[src/rtl/sc_frame_demux.sv]
// sc_frame_demux: receive-side field demux for the slow-control link.
// Optional FCS check is built when SC_DEMUX_FCS_EN is defined.
module sc_frame_demux #(
  parameter int NUM_BYTES = 22
) (
  input  logic                   clk,
  input  logic                   rst,
  input  logic [7:0]             byte_in,
  input  logic                   byte_valid,
  input  logic                   sof,
  input  logic                   eof,
  input  logic                   abort,
  output logic [8*NUM_BYTES-1:0] frame_bus,
  output logic                   frame_valid,
  output logic                   frame_err,
  output logic [1:0]             err_code,
  output logic [4:0]             byte_idx
);

  typedef enum logic [1:0] {
    IDLE,
    RECV,
    DROP
  } state_t;

  localparam logic [5:0] LAST = 6'(NUM_BYTES - 1);
  localparam logic [5:0] FULL = 6'(NUM_BYTES);

  state_t     state;
  state_t     state_d;
  logic [5:0] idx;
  logic [5:0] idx_d;
  logic [7:0] shadow [NUM_BYTES];
  logic       wr_en;
  logic [5:0] wr_idx;
  logic       good;
  logic       err;
  logic [1:0] code;
  logic       fcs_ok;

`ifdef SC_DEMUX_FCS_EN
  localparam logic [5:0] CRC_END = 6'(NUM_BYTES - 3);

  logic [15:0] crc;
  logic [15:0] crc_d;

  function automatic logic [15:0] crc_step(
    input logic [15:0] c,
    input logic [7:0]  b
  );
    logic [15:0] r;
    r = c;
    for (int i = 7; i >= 0; i--) begin
      r = {r[14:0], 1'b0} ^ ((r[15] ^ b[i]) ? 16'h1021 : 16'h0000);
    end
    return r;
  endfunction

  // FCS bytes arrive as {high, low}; low is on the bus in the eof cycle
  assign fcs_ok = (crc == {shadow[NUM_BYTES-2], byte_in});
`else
  assign fcs_ok = 1'b1;
`endif

  // next-state, write steering and result pulses
  always_comb begin
    state_d = state;
    idx_d   = idx;
    wr_en   = 1'b0;
    wr_idx  = idx;
    good    = 1'b0;
    err     = 1'b0;
    code    = 2'b00;
`ifdef SC_DEMUX_FCS_EN
    crc_d   = crc;
`endif
    if (abort) begin
      state_d = IDLE;
      idx_d   = '0;
    end else if (byte_valid) begin
      if (sof) begin
        if (eof) begin
          err     = 1'b1;
          code    = 2'b01;
          state_d = IDLE;
          idx_d   = '0;
        end else begin
          wr_en   = 1'b1;
          wr_idx  = '0;
          idx_d   = 6'd1;
          state_d = RECV;
`ifdef SC_DEMUX_FCS_EN
          crc_d   = crc_step(16'hFFFF, byte_in);
`endif
        end
      end else begin
        unique case (state)
          RECV: begin
            if (eof) begin
              state_d = IDLE;
              idx_d   = '0;
              if (idx != LAST) begin
                err  = 1'b1;
                code = 2'b01;
              end else if (!fcs_ok) begin
                err  = 1'b1;
                code = 2'b11;
              end else begin
                good = 1'b1;
              end
            end else if (idx == FULL) begin
              err     = 1'b1;
              code    = 2'b10;
              state_d = DROP;
              idx_d   = '0;
            end else begin
              wr_en = 1'b1;
              idx_d = idx + 6'd1;
`ifdef SC_DEMUX_FCS_EN
              if (idx <= CRC_END) begin
                crc_d = crc_step(crc, byte_in);
              end
`endif
            end
          end
          DROP: begin
            if (eof) begin
              state_d = IDLE;
            end
          end
          default: begin
          end
        endcase
      end
    end
  end

  // state and byte index registers
  always_ff @(posedge clk) begin
    if (rst) begin
      state <= IDLE;
      idx   <= '0;
    end else begin
      state <= state_d;
      idx   <= idx_d;
    end
  end

  // shadow capture, publish on good frame, result pulses
  always_ff @(posedge clk) begin
    if (rst) begin
      frame_bus   <= '0;
      frame_valid <= 1'b0;
      frame_err   <= 1'b0;
      err_code    <= 2'b00;
      for (int k = 0; k < NUM_BYTES; k++) begin
        shadow[k] <= 8'h00;
      end
`ifdef SC_DEMUX_FCS_EN
      crc <= 16'hFFFF;
`endif
    end else begin
      frame_valid <= good;
      frame_err   <= err;
      if (err) begin
        err_code <= code;
      end
      if (wr_en) begin
        for (int k = 0; k < NUM_BYTES; k++) begin
          if (wr_idx == 6'(k)) begin
            shadow[k] <= byte_in;
          end
        end
      end
      // last byte is taken straight from the bus in the eof cycle
      if (good) begin
        for (int k = 0; k < NUM_BYTES - 1; k++) begin
          frame_bus[8*k +: 8] <= shadow[k];
        end
        frame_bus[8*(NUM_BYTES-1) +: 8] <= byte_in;
      end
`ifdef SC_DEMUX_FCS_EN
      crc <= crc_d;
`endif
    end
  end

  assign byte_idx = idx[4:0];

endmodule

[config.mk]
export PLATFORM = sky130hd
export DESIGN_NAME = sc_frame_demux
export DESIGN_NICKNAME = d
export VERILOG_FILES = /design/src/rtl/sc_frame_demux.sv
export SDC_FILE = /design/constraint.sdc
export NUM_CORES = 1
export LEC_CHECK = 0
export ABC_CLOCK_PERIOD_IN_PS = 3210
export BUFFER_PORTS_ARGS = -buffer_cell sky130_fd_sc_hd__buf_2
export CELL_PAD_IN_SITES_DETAIL_PLACEMENT = 1
export CELL_PAD_IN_SITES_GLOBAL_PLACEMENT = 2
export CORE_MARGIN = 8
export CORE_UTILIZATION = 36
export DETAILED_ROUTE_END_ITERATION = 6
export PLACE_DENSITY_LB_ADDON = 0.25
export SYNTH_ARGS = -nofsm -noshare
export SYNTH_HDL_FRONTEND = slang
export SYNTH_SLANG_ARGS = --single-unit
export TNS_END_PERCENT = 5
[constraint.sdc]
create_clock -name clk -period 3.21 [get_ports clk]
set_clock_uncertainty 0.1 [all_clocks]
set_input_delay 0.4815 -clock clk [delete_from_list [all_inputs] [get_ports clk]]
set_output_delay 0.4815 -clock clk [all_outputs]
set_load 0.02 [all_outputs]
==> results.json <==
{
  "die_w_um": 206,
  "fmax_mhz": 392,
  "yosys_warnings": 0,
  "synth_edf_count": 168,
  "grt_pass1_wl_um": 58700,
  "drt-pass1-iter-count": 5,
  "dp_worst_setup_slack_ns": 0.576,
  "ys_seq_elements": 356,
  "antenna_left": 0,
  "drive_above_1_share_pct": 20.7,
  "antenna_cells": 0,
  "area_delta_synth_final_pct": 21.0,
  "end_kind": "flop",
  "instances_no_fill": 1960,
  "leakagePower_nw": 5.93,
  "cts.repair.resized": 0,
  "die-area_sq_um": 42500,
  "setup-tns-final_ns": 0,
  "synthFlopType": "dfxtp_1",
  "async_reset_ff_share_pct": 0,
  "yosysSeqAreaShare_pct": 67.7,
  "setup_ws_ns": 0.660,
  "finalCriticalPeriod_ns": 2.55,
  "synthTopCellsByArea": "edfxtp_1, dfxtp_1, nand2_1, a21oi_1, nor2_1",
  "wl_um": 38400,
  "port_buffers": 198,
  "slew_headroom_pct": 24.7,
  "post-cts-setup-buffer-count": 0,
  "clkSlewWorstSetupHoldPaths_ns": 0.06,
  "finalWeightedCongestion": 0.787,
  "required_ns": 3.55,
  "fillers": 4021,
  "drc": 0,
  "synth.most_common_cell": "nand2_1",
  "vias_per_cell": 4.93,
  "cap_violations": 0,
  "hpwl_um": 26700,
  "multiInputGateArea_sq_um": 3640,
  "cts_tree": "done",
  "synth_top_area_share_pct": 38.7,
  "hold_class": "in2reg",
  "groute.usage.overall_pct": 17.7,
  "initial_utilization_pct": 36.6,
  "rows": 69,
  "dp_cells": 1886,
  "regArea_sq_um": 8810,
  "ios": 199,
  "crit_path_max_fanout": 45,
  "worst-setup-path-type": "reg2reg",
  "grt_max_degree": 90,
  "syn_inst": 1285,
  "finalCritPeriodShare_pct": 79.4,
  "clock-sinks": 356,
  "vdd_drop_max_mv": 0.372,
  "outcome": "finished clean",
  "setup_viol": 0,
  "ys_types": 47,
  "synth_common_cells": "nand2_1, dfxtp_1, a21oi_1, edfxtp_1, nor2_1",
  "worstSkewPairLatency_ns": 0.52,
  "overflow": 0,
  "power.density_nw_per_um2": 616,
  "vias": 9656,
  "finish.net_count": 1484,
  "cts-htree-levels": 2,
  "grt_pass1_vias": 10000,
  "avgSynthCellArea_sq_um": 10.1,
  "syn_area_sq_um": 13000,
  "hold_violations": 0,
  "numCtsBuffers": 40,
  "avgRoutedWirePerCell_um": 19.6,
  "cts_buffer_depth": 3,
  "rsz0062_at_grt": "false",
  "drt_iter0_drc": 448,
  "clockRootBuffer": "clkbuf_16",
  "antenna_found_initial": 2,
  "worst_ep_arrival_time_ns": 2.89,
  "yosys.area.top_type": "edfxtp_1",
  "final_max_slew_viol_count": 0,
  "syn_nets": 1302,
  "die_y_um": 206,
  "worstSetupStartpointType": "flop",
  "hold_buffers": 0,
  "tightest_slew_ns": 1.12,
  "core-area_sq_um": 35600
}
cells in the final DEF, fill, tap and decap left out, types with 3 or more instances in the layout:
cell type / netlist / routed
nor3_1: 29 / 29
nor2b_1: 3 / 3
a21oi_1: 185 / 184
nor2_1: 126 / 126
clkbuf_1: 58 / 4
and3_1: 3 / 3
nand4_1: 5 / 5
or3_1: 6 / 6
dfxtp_1: 188 / 188
buf_12: 0 / 5
clkbuf_16: 0 / 42
buf_4: 6 / 31
ha_1: 3 / 3
nand3_1: 8 / 8
bufinv_16: 0 / 3
clkinv_1: 1 / 6
nand2b_1: 4 / 4
edfxtp_1: 168 / 168
nand2_1: 396 / 396
o21ai_0: 20 / 20
clkinvlp_4: 0 / 3
clkbuf_8: 0 / 5
buf_2: 12 / 197
inv_1: 13 / 13
clkinv_2: 0 / 7
metal layers:
layer | vias to the layer above | global-route usage, % | part of all wire (%)
li1 | 4662 | - | -
met1 | 4733 | 23.7 | 46
met2 | 201 | 28.6 | 46
met3 | 56 | 4.14 | 5.6
met4 | 4 | 4.28 | 1.7
met5 | - | 0 | 0.068
final timing paths:
check | endpoint | startpoint | cells after the start | slack, ns
max | frame_bus[142] | idx[2] | 5 | 0.66
min | frame_bus[169] | byte_in[1] | 3 | 0.12
max reg2reg | frame_bus[142] | idx[2] | 5 | 0.66
min reg2reg | frame_bus[53] | frame_bus[53] | 2 | 0.35
state kept, by name, indices dropped and copies added (netlist names):
| register | flops |
|---|---|
| frame_err | 1 |
| shadow | 168 |
| err_code | 2 |
| idx | 6 |
| frame_valid | 1 |
| frame_bus | 176 |
| state | 2 |
report_power, final:
| part | internal, W | switching, W | total [W] | leakage (nW) |
|---|---|---|---|---|
| Combinational | 0.0000476 | 0.000178 | 0.000226 | 2.04 |
| Clock | 0.00276 | 0.00185 | 0.00462 | 0.658 |
| Sequential | 0.00483 | 0.0000346 | 0.00487 | 3.23 |
| Total | 0.00765 | 0.00207 | 0.00971 | 5.93 |
kinds of logic after synthesis:
| kind of cell | count (synthesis) | synth area share [%] |
|---|---|---|
| fa+ha+maj | 3 | 0.288 |
| buf+inv | 109 | 4.41 |
| compound gates | 221 | 8.82 |
| flops | 356 | 67.7 |
| xor+xnor | 1 | 0.0673 |
| simple gates | 595 | 18.8 |
per-stage QoR:
step	hold slack [ns]	total power (W)	utilization [%]	cell area (sq um)
floorplan	0.371	0.00507	-	13000
global placement	0.339	0.00519	40.5	14400
detailed placement	0.345	0.00519	40.5	14400
CTS	0.0997	0.00982	44.3	15800
global route	0.114	0.0100	44.3	15800
finish	0.117	0.00971	44.3	15800
cell type report:
| cell class | instances | area share (%) |
|---|---|---|
| clock inverter | 22 | 1.28 |
| inverter | 15 | 0.357 |
| sequential | 356 | 55.9 |
| multi-input combinational | 820 | 23.1 |
| clock buffer | 52 | 7.25 |
| tap | 461 | 3.66 |
| timing repair buffer | 234 | 8.44 |
critical path: stages, from the launching register on:
cell	delay, ns
dfxtp_1	0.57
nor4bb_4	0.52
and4_4	0.66
buf_12	0.28
nand2_1	0.12
a21oi_1	0.16
Power figures use the tool's default switching activity.
